==> src/rtl/subtrator_pkg.sv <==
// Shared types for the bit-serial subtractor: FSM states and default width.
package subtrator_pkg;
  typedef enum logic [1:0] {IDLE, CALC, DONE} state_t;
  localparam int DEF_WIDTH = 8;
endpackage

==> src/rtl/subtrator_serial_if.sv <==
// Start/done handshake and operand/result bus of the serial subtractor.
interface subtrator_serial_if #(parameter int WIDTH = 8);
  logic             start;
  logic [WIDTH-1:0] a;
  logic [WIDTH-1:0] b;
  logic             borrow_in;
  logic             busy;
  logic             done;
  logic [WIDTH-1:0] diff;
  logic             borrow_out;
  logic             a_lt_b;
  logic             eq;

  modport master (
    output start, a, b, borrow_in,
    input  busy, done, diff, borrow_out, a_lt_b, eq
  );

  modport slave (
    input  start, a, b, borrow_in,
    output busy, done, diff, borrow_out, a_lt_b, eq
  );
endinterface

==> src/rtl/subtrator_completo.sv <==
// Combinational 1-bit full subtractor: D = A - B - Bin, Bout = borrow out.
module subtrator_completo (
  input  logic a,
  input  logic b,
  input  logic bin,
  output logic d,
  output logic bout
);
  always_comb begin
    d    = 1'b0;
    bout = 1'b0;
    case ({a, b, bin})
      3'b000: begin d = 1'b0; bout = 1'b0; end
      3'b001: begin d = 1'b1; bout = 1'b1; end
      3'b010: begin d = 1'b1; bout = 1'b1; end
      3'b011: begin d = 1'b0; bout = 1'b1; end
      3'b100: begin d = 1'b1; bout = 1'b0; end
      3'b101: begin d = 1'b0; bout = 1'b0; end
      3'b110: begin d = 1'b0; bout = 1'b0; end
      3'b111: begin d = 1'b1; bout = 1'b1; end
      default: begin d = 1'b0; bout = 1'b0; end
    endcase
  end
endmodule

==> src/rtl/subtrator_serial.sv <==
// Bit-serial subtractor/comparator: one full-subtractor cell, LSB first,
// WIDTH cycles per operation, results latched on the final CALC edge.
module subtrator_serial
  import subtrator_pkg::*;
#(
  parameter int WIDTH = DEF_WIDTH
) (
  input  logic             clk,
  input  logic             rst_n,
  subtrator_serial_if.slave bus
);
  localparam int CW = $clog2(WIDTH);
  localparam logic [CW-1:0] LAST = CW'(WIDTH - 1);

  state_t           state_q, state_d;
  logic [WIDTH-1:0] a_sh_q, a_sh_d;
  logic [WIDTH-1:0] b_sh_q, b_sh_d;
  logic [WIDTH-1:0] d_sh_q, d_sh_d;
  logic             br_q, br_d;
  logic [CW-1:0]    cnt_q, cnt_d;
  logic [WIDTH-1:0] diff_q, diff_d;
  logic             bo_q, bo_d;
  logic             eq_q, eq_d;

  logic cell_d, cell_bo;

  subtrator_completo u_cell (
    .a    (a_sh_q[0]),
    .b    (b_sh_q[0]),
    .bin  (br_q),
    .d    (cell_d),
    .bout (cell_bo)
  );

  always_comb begin
    state_d = state_q;
    a_sh_d  = a_sh_q;
    b_sh_d  = b_sh_q;
    d_sh_d  = d_sh_q;
    br_d    = br_q;
    cnt_d   = cnt_q;
    diff_d  = diff_q;
    bo_d    = bo_q;
    eq_d    = eq_q;
    case (state_q)
      IDLE: begin
        if (bus.start) begin
          a_sh_d  = bus.a;
          b_sh_d  = bus.b;
          br_d    = bus.borrow_in;
          cnt_d   = '0;
          state_d = CALC;
        end
      end
      CALC: begin
        // Difference bits enter at the MSB so the LSB lands at bit 0 after WIDTH shifts.
        d_sh_d = {cell_d, d_sh_q[WIDTH-1:1]};
        a_sh_d = a_sh_q >> 1;
        b_sh_d = b_sh_q >> 1;
        br_d   = cell_bo;
        cnt_d  = cnt_q + CW'(1);
        if (cnt_q == LAST) begin
          state_d = DONE;
          diff_d  = d_sh_d;
          bo_d    = cell_bo;
          eq_d    = (d_sh_d == '0) & ~cell_bo;
        end
      end
      DONE:    state_d = IDLE;
      default: state_d = IDLE;
    endcase
  end

  always_ff @(posedge clk or negedge rst_n) begin
    if (!rst_n) begin
      state_q <= IDLE;
      a_sh_q  <= '0;
      b_sh_q  <= '0;
      d_sh_q  <= '0;
      br_q    <= 1'b0;
      cnt_q   <= '0;
      diff_q  <= '0;
      bo_q    <= 1'b0;
      eq_q    <= 1'b0;
    end else begin
      state_q <= state_d;
      a_sh_q  <= a_sh_d;
      b_sh_q  <= b_sh_d;
      d_sh_q  <= d_sh_d;
      br_q    <= br_d;
      cnt_q   <= cnt_d;
      diff_q  <= diff_d;
      bo_q    <= bo_d;
      eq_q    <= eq_d;
    end
  end

  assign bus.busy       = (state_q != IDLE);
  assign bus.done       = (state_q == DONE);
  assign bus.diff       = diff_q;
  assign bus.borrow_out = bo_q;
  assign bus.a_lt_b     = bo_q;
  assign bus.eq         = eq_q;
endmodule

==> src/flat_wrapper.sv <==
// flat-port wrapper written by rule: the top's interface ports become plain ports
module subtrator_serial_flat import subtrator_pkg::*;
#(
  parameter int WIDTH = DEF_WIDTH
)
  (clk, rst_n, bus_start, bus_a, bus_b, bus_borrow_in, bus_busy, bus_done, bus_diff, bus_borrow_out, bus_a_lt_b, bus_eq);
  subtrator_serial_if #(.WIDTH(WIDTH)) bus_i ();
  input  logic clk;
  input  logic rst_n;
  input wire logic [$bits(bus_i.start)-1:0] bus_start;
  input wire logic [$bits(bus_i.a)-1:0] bus_a;
  input wire logic [$bits(bus_i.b)-1:0] bus_b;
  input wire logic [$bits(bus_i.borrow_in)-1:0] bus_borrow_in;
  output wire logic [$bits(bus_i.busy)-1:0] bus_busy;
  output wire logic [$bits(bus_i.done)-1:0] bus_done;
  output wire logic [$bits(bus_i.diff)-1:0] bus_diff;
  output wire logic [$bits(bus_i.borrow_out)-1:0] bus_borrow_out;
  output wire logic [$bits(bus_i.a_lt_b)-1:0] bus_a_lt_b;
  output wire logic [$bits(bus_i.eq)-1:0] bus_eq;
  assign bus_i.start = bus_start;
  assign bus_i.a = bus_a;
  assign bus_i.b = bus_b;
  assign bus_i.borrow_in = bus_borrow_in;
  assign bus_busy = bus_i.busy;
  assign bus_done = bus_i.done;
  assign bus_diff = bus_i.diff;
  assign bus_borrow_out = bus_i.borrow_out;
  assign bus_a_lt_b = bus_i.a_lt_b;
  assign bus_eq = bus_i.eq;
  subtrator_serial #(.WIDTH(WIDTH)) u_core (.clk(clk), .rst_n(rst_n), .bus(bus_i));
endmodule
==> config.mk <==
export PLATFORM = sky130hd
export DESIGN_NAME = subtrator_serial_flat
export DESIGN_NICKNAME = d
export VERILOG_FILES = /design/src/rtl/subtrator_pkg.sv /design/src/rtl/subtrator_serial_if.sv /design/src/rtl/subtrator_completo.sv /design/src/rtl/subtrator_serial.sv /design/src/flat_wrapper.sv
export SDC_FILE = /design/constraint.sdc
export NUM_CORES = 1
export LEC_CHECK = 0
export BUFFER_PORTS_ARGS = -buffer_cell sky130_fd_sc_hd__buf_2
export CAP_MARGIN = 5
export CORE_MARGIN = 3
export CORE_UTILIZATION = 50
export DETAILED_ROUTE_END_ITERATION = 16
export PLACE_DENSITY = 0.81
export SLEW_MARGIN = 15
export SYNTH_ARGS = -nofsm -noshare
export SYNTH_HDL_FRONTEND = slang
export SYNTH_SLANG_ARGS = --single-unit
==> constraint.sdc <==
create_clock -name clk -period 2.22 [get_ports clk]
set_input_delay 0.222 -clock clk [delete_from_list [all_inputs] [get_ports clk]]
set_output_delay 0.222 -clock clk [all_outputs]
set_load 0.05 [all_outputs]
[Word-level counts from Yosys, hierarchy flattened]
Memories as Yosys holds them, arrays and structs flattened.
Index checks and enable logic that the tools add are counted.
Operators by class
  $add $sub $neg: 1
  equality and inequality tests: 5
  multiplexer cells: 11
  bitwise operators: 2
  reduce and logical (&&, ||, !) cells: 7
Operator list (number)
  $pmux W8 S2: 2
  $mux W8: 2
  $logic_not A8 Y1: 1
  $pmux W3 S2: 1
  $reduce_and A2 Y1: 3
  $mux W2: 2
  $pmux W2 S2: 1
  $reduce_bool A2 Y1: 2
  $add A3 B1 Y3 const B: 1
  $eq A3 B3 Y1 const B: 1
  $mux W3: 1
  $eq A2 B1 Y1 const B: 1
  $eq A2 B2 Y1 const B: 1
  $logic_not A2 Y1: 1
  $ne A2 B1 Y1 const B: 1
  $ne A2 B2 Y1 const B: 1
  $pmux W1 S2: 1
  $and A1 B1 Y1: 1
  $mux W1: 1
  $not A1 Y1: 1
Word-level totals
  register bits: 40
  ROM bits: 16
  bits of input ports: 20
  output and inout bits: 13
  word-level logic and storage cells: 36
  memories: 1
Memory list
  (no name shown): depth 8, width 2, read ports 1, clocked after memory_dff 0, write ports 0, RTL line subtrator_completo.sv:12  | case ({a, b, bin})

[Longest topological paths before layout]
  word-level depth: 3
  depth in mapped cells: 6
  gate-level depth less buffers: 5

[By module]
From an unflattened synthesis, not the netlist that was laid out.
Second synthesis, totals
  cell total of the unflattened synthesis: 162
  area, all modules: 1823.0 µm²
Modules (own cells, without submodules)
  subtrator_serial: times used 1, cells an instance 155, area an instance 1767.9 µm², sequential area each 975.9 µm²
  subtrator_completo: times used 1, cells an instance 7, area an instance 55.1 µm², sequential area each 0.0 µm²

[Worst setup path before layout]
OpenSTA, ideal clock, no wires.
  path type: reg-to-output
  start point: register u_core.state_q[0]
  end point: output port bus_done
  data arrival time: 1431 ps
  required time: 1998 ps
  setup slack: 567 ps
  stages on the path, launching flop included: 4
  path buffers: 2
  cells stage by stage: dfrtp_1 buf_6 buf_6 nor2b_1
Between the ends
  cells in the longest elaborated chain, start to end: 1
RTL lines
  from (decl): RTL line subtrator_serial.sv:15  | state_t state_q, state_d;
  from (signal assigned): RTL line subtrator_serial.sv:86  | state_q <= state_d;
  $eq A2 B2 Y1: RTL line subtrator_serial.sv:99  | assign bus.done = (state_q == DONE);
  to (decl): RTL line flat_wrapper.sv:15  | output wire logic [$bits(bus_i.done)-1:0] bus_done;
Every way passes these cells.

[Worst setup path after layout]
  start point: register u_core.state_q[1]
  end point: output port bus_busy
Between the ends
  cells in the longest elaborated chain, start to end: 1
RTL lines
  $reduce_bool A2 Y1: RTL line subtrator_serial.sv:98  | assign bus.busy = (state_q != IDLE);
  to (decl): RTL line flat_wrapper.sv:14  | output wire logic [$bits(bus_i.busy)-1:0] bus_busy;
Every way passes these cells.

==> flow_metrics.py <==
metrics = {
    "outcome": {
        "status": "complete, no violations",
    },
    "pwr": {
        "power_frac_seq_pct": 41.7,
        "p_leak_nw": 0.9661,
        "switching_share_pct": 41.27,
        "switchingPower_mw": 1.259,
        "comb_power_share_pct": 43.2,
        "cellPowerDensity_mw_per_mm2": 1508,
        "ir_drop_mv": 1.054,
        "p_int_mw": 1.791,
        "p_clk_share_pct": 15.1,
    },
    "synthesis": {
        "synthDistinctLibCells": 34,
        "synth_fp_nets": 171,
        "synth_area_leaders": "dfrtp_1 (54%), a22oi_1 (5.8%), mux2_2 (5.0%)",
        "netlist_area_mm2": 0.001803,
        "seq_area_frac_synth_pct": 54.13,
        "syn_inst": 147,
        "synth_seq_cells": 39,
        "yosysWarnings": 0,
        "synth_flop_cell": "dfrtp_1",
        "async_flop_share_pct": 100.0,
        "synth.most_common_cell": "dfrtp_1",
        "synth_top_area_cell": "dfrtp_1",
        "synth_edf_count": 0,
        "syn_area_per_cell_um2": 12.27,
        "synth_top_area_share_pct": 54.13,
        "yosys-top-cells-count": "dfrtp_1 (39), nand2_1 (16), a22oi_1 (14), o21ai_0 (14), mux2_2 (8)",
    },
    "clocking": {
        "cts.htree.levels": 2,
        "cts_buffer_depth": 2,
        "cts.sinks": 39,
        "clkTransAtPathRegs_ns": 0.12,
        "numCtsBuffers": 5,
        "insertion_delay_ns": 0.34,
        "post_cts_resized": 0,
        "clockRootBuffer": "clkbuf_4",
        "cts_tree": "built",
    },
    "die": {
        "core-area_mm2": 0.003416,
        "start_util_pct": 52.78,
        "die_x_um": 66.05,
        "std_cell_rows": 21,
        "dieArea_mm2": 0.004363,
        "num_io_pins": 33,
        "fp.dieH_um": 66.05,
    },
    "grt": {
        "grt_usage_pct": 17.27,
        "gr-total-overflow": 0,
        "grt_pass1_vias": 1273,
        "antenna_found_initial": 0,
        "grt_max_degree": 40,
        "grt_first_pass_wirelength_mm": 5.727,
    },
    "sta": {
        "finalHoldViolations": 0,
        "worst_slack_ns": 0.3631,
        "setup_violations": 0,
        "finClkSkew_ns": 0.01905,
        "setup_tns_ns": 0,
        "slew_viol_final": 0,
        "period_needed_ns": 1.857,
        "rsz0062_at_grt": "false",
        "max_clock_freq_ghz": 0.5385,
        "worstMarginPinSlew_ns": 0.8366,
        "max-slew-margin-rel_pct": 44.23,
        "finalCritPeriodShare_pct": 83.65,
    },
    "layout": {
        "drive_gt1_share_pct": 33.71,
        "syn_to_final_growth_pct": 12.14,
        "layout.nets": 202,
        "insertedDiodeCount": 0,
    },
    "routing": {
        "drt-initial-drc-count": 103,
        "via_per_inst": 5.451,
        "wl_per_cell_um": 14.61,
        "drt-total-wl_mm": 3.272,
        "dr_total_vias": 1221,
        "drc": 0,
        "drt-pass1-iter-count": 4,
        "ant_nets": 0,
    },
    "run": {
        "maxCapViolations": 0,
    },
    "critical_path": {
        "worstSetupStartpointType": "flip-flop",
        "cp.required_ns": 2.00,
        "cp-end-kind": "output pin",
        "critPathKind": "flip-flop to output pin",
        "cp_max_fo": 23,
        "crit_arrival_ns": 1.63,
    },
    "placement": {
        "dp_hpwl_mm": 2.301,
        "place_ws_ns": 0.6039,
        "port_buffers": 32,
        "place_congestion": 0.7308,
    },
    "min_path": {
        "min_path_type": "input port to flip-flop",
    },
}
[power groups by stage]
stage / combinational, mW / clock, mW / sequential [mW]
finish: 1.32 / 0.459 / 1.27
floorplan: 0.894 / 0 / 1.48
detailed placement: 1.33 / 0 / 1.29
CTS: 1.33 / 0.466 / 1.27
global route: 1.45 / 0.499 / 1.31
global placement: 1.27 / 0 / 1.26
[per-layer routing]
layer	wire length (µm)	GRT usage, %	share of wire, %
met5	0	0	0
met4	12	5.584	0.37
met3	203	5.272	6.2
met2	1579	28.66	48
met1	1476	21.48	45
[what timing repair did]
item                                    4_1_cts  5_1_grt
endpoints found under the setup margin        0        0
hold endpoints to repair                     16        0
buffers inserted                              0        0
hold buffers                                  1        0
[metrics by stage]
step	util (%)	hold slack (ns)	power, mW	std cells	cell area, µm²
after floorplan	-	-0.07359	2.373	147	1803
after global placement	56.81	0.3531	2.536	216	1941
after detailed placement	56.81	0.3740	2.617	216	1941
after CTS	59.19	0.1303	3.070	224	2022
after global routing	59.19	0.1288	3.263	224	2022
final	59.19	0.1406	3.050	224	2022
[final cells by class]
cell class	count	area (µm²)
Tap cell	46	57.56
Sequential cell	39	975.9
Multi-Input combinational cell	92	716.9
Inverter	6	22.52
Fill cell	284	1394
Timing Repair Buffer	34	177.7
Clock buffer	6	41.29
Clock inverter	1	30.03
[registers in the layout (all words and copies together) (netlist names)]
| signal | count |
|---|---|
| u_core.a_sh_q | 8 |
| u_core.d_sh_q | 7 |
| u_core.cnt_q | 3 |
| u_core.b_sh_q | 8 |
| u_core.bus.diff | 8 |
| u_core.state_q | 2 |
| u_core.bus.a_lt_b | 1 |
| u_core.bus.eq | 1 |
| u_core.br_q | 1 |
[kinds of logic (layout without fill, tap and decap cells)]
kind of cell | after synthesis | after routing | share of synthesized area (%)
buf+inv | 16 | 47 | 6.106
xor+xnor | 1 | 1 | 0.4859
flops | 39 | 39 | 54.13
simple gates | 30 | 30 | 9.438
mux | 16 | 16 | 11.10
compound gates | 41 | 41 | 15.96
fa+ha+maj | 4 | 4 | 2.776
[cell usage in the layout (no fill, tap or decap), types with 2 or more instances in the layout]
cell type  Yosys  layout
a21oi_1        3       3
buf_2          1      32
mux2_2         8       8
clkbuf_4       1       5
mux2_4         6       6
nor2_1         3       3
nand2_1       16      16
o21ai_1        2       2
o21ai_0       14      14
a22oi_1       14      14
a22o_1         2       2
dfrtp_1       39      39
a32o_1         2       2
mux2i_1        2       2
ha_1           4       4
inv_1          6       6
nor2b_1        2       2
[critical path, stage by stage, from the launching register on]
cell,delay [ns]
dfrtp_1,0.78
nor2_1,0.16
inv_1,0.08
buf_2,0.25
[worst paths after layout]
path,startpoint,to,slack [ns],cells past startpoint
min,bus_b[7],u_core.b_sh_q[7],0.14,2
max,u_core.state_q[1],bus_busy,0.36,3
max in group asynchronous,rst_n,u_core.a_sh_q[0],1.17,2
min reg2reg,u_core.bus.eq,u_core.bus.eq,0.50,2
max reg2reg,u_core.state_q[1],u_core.bus.diff[5],0.58,2
min in group asynchronous,rst_n,u_core.bus.diff[6],0.51,2
Note: power is estimated with default switching activity, not from simulation.
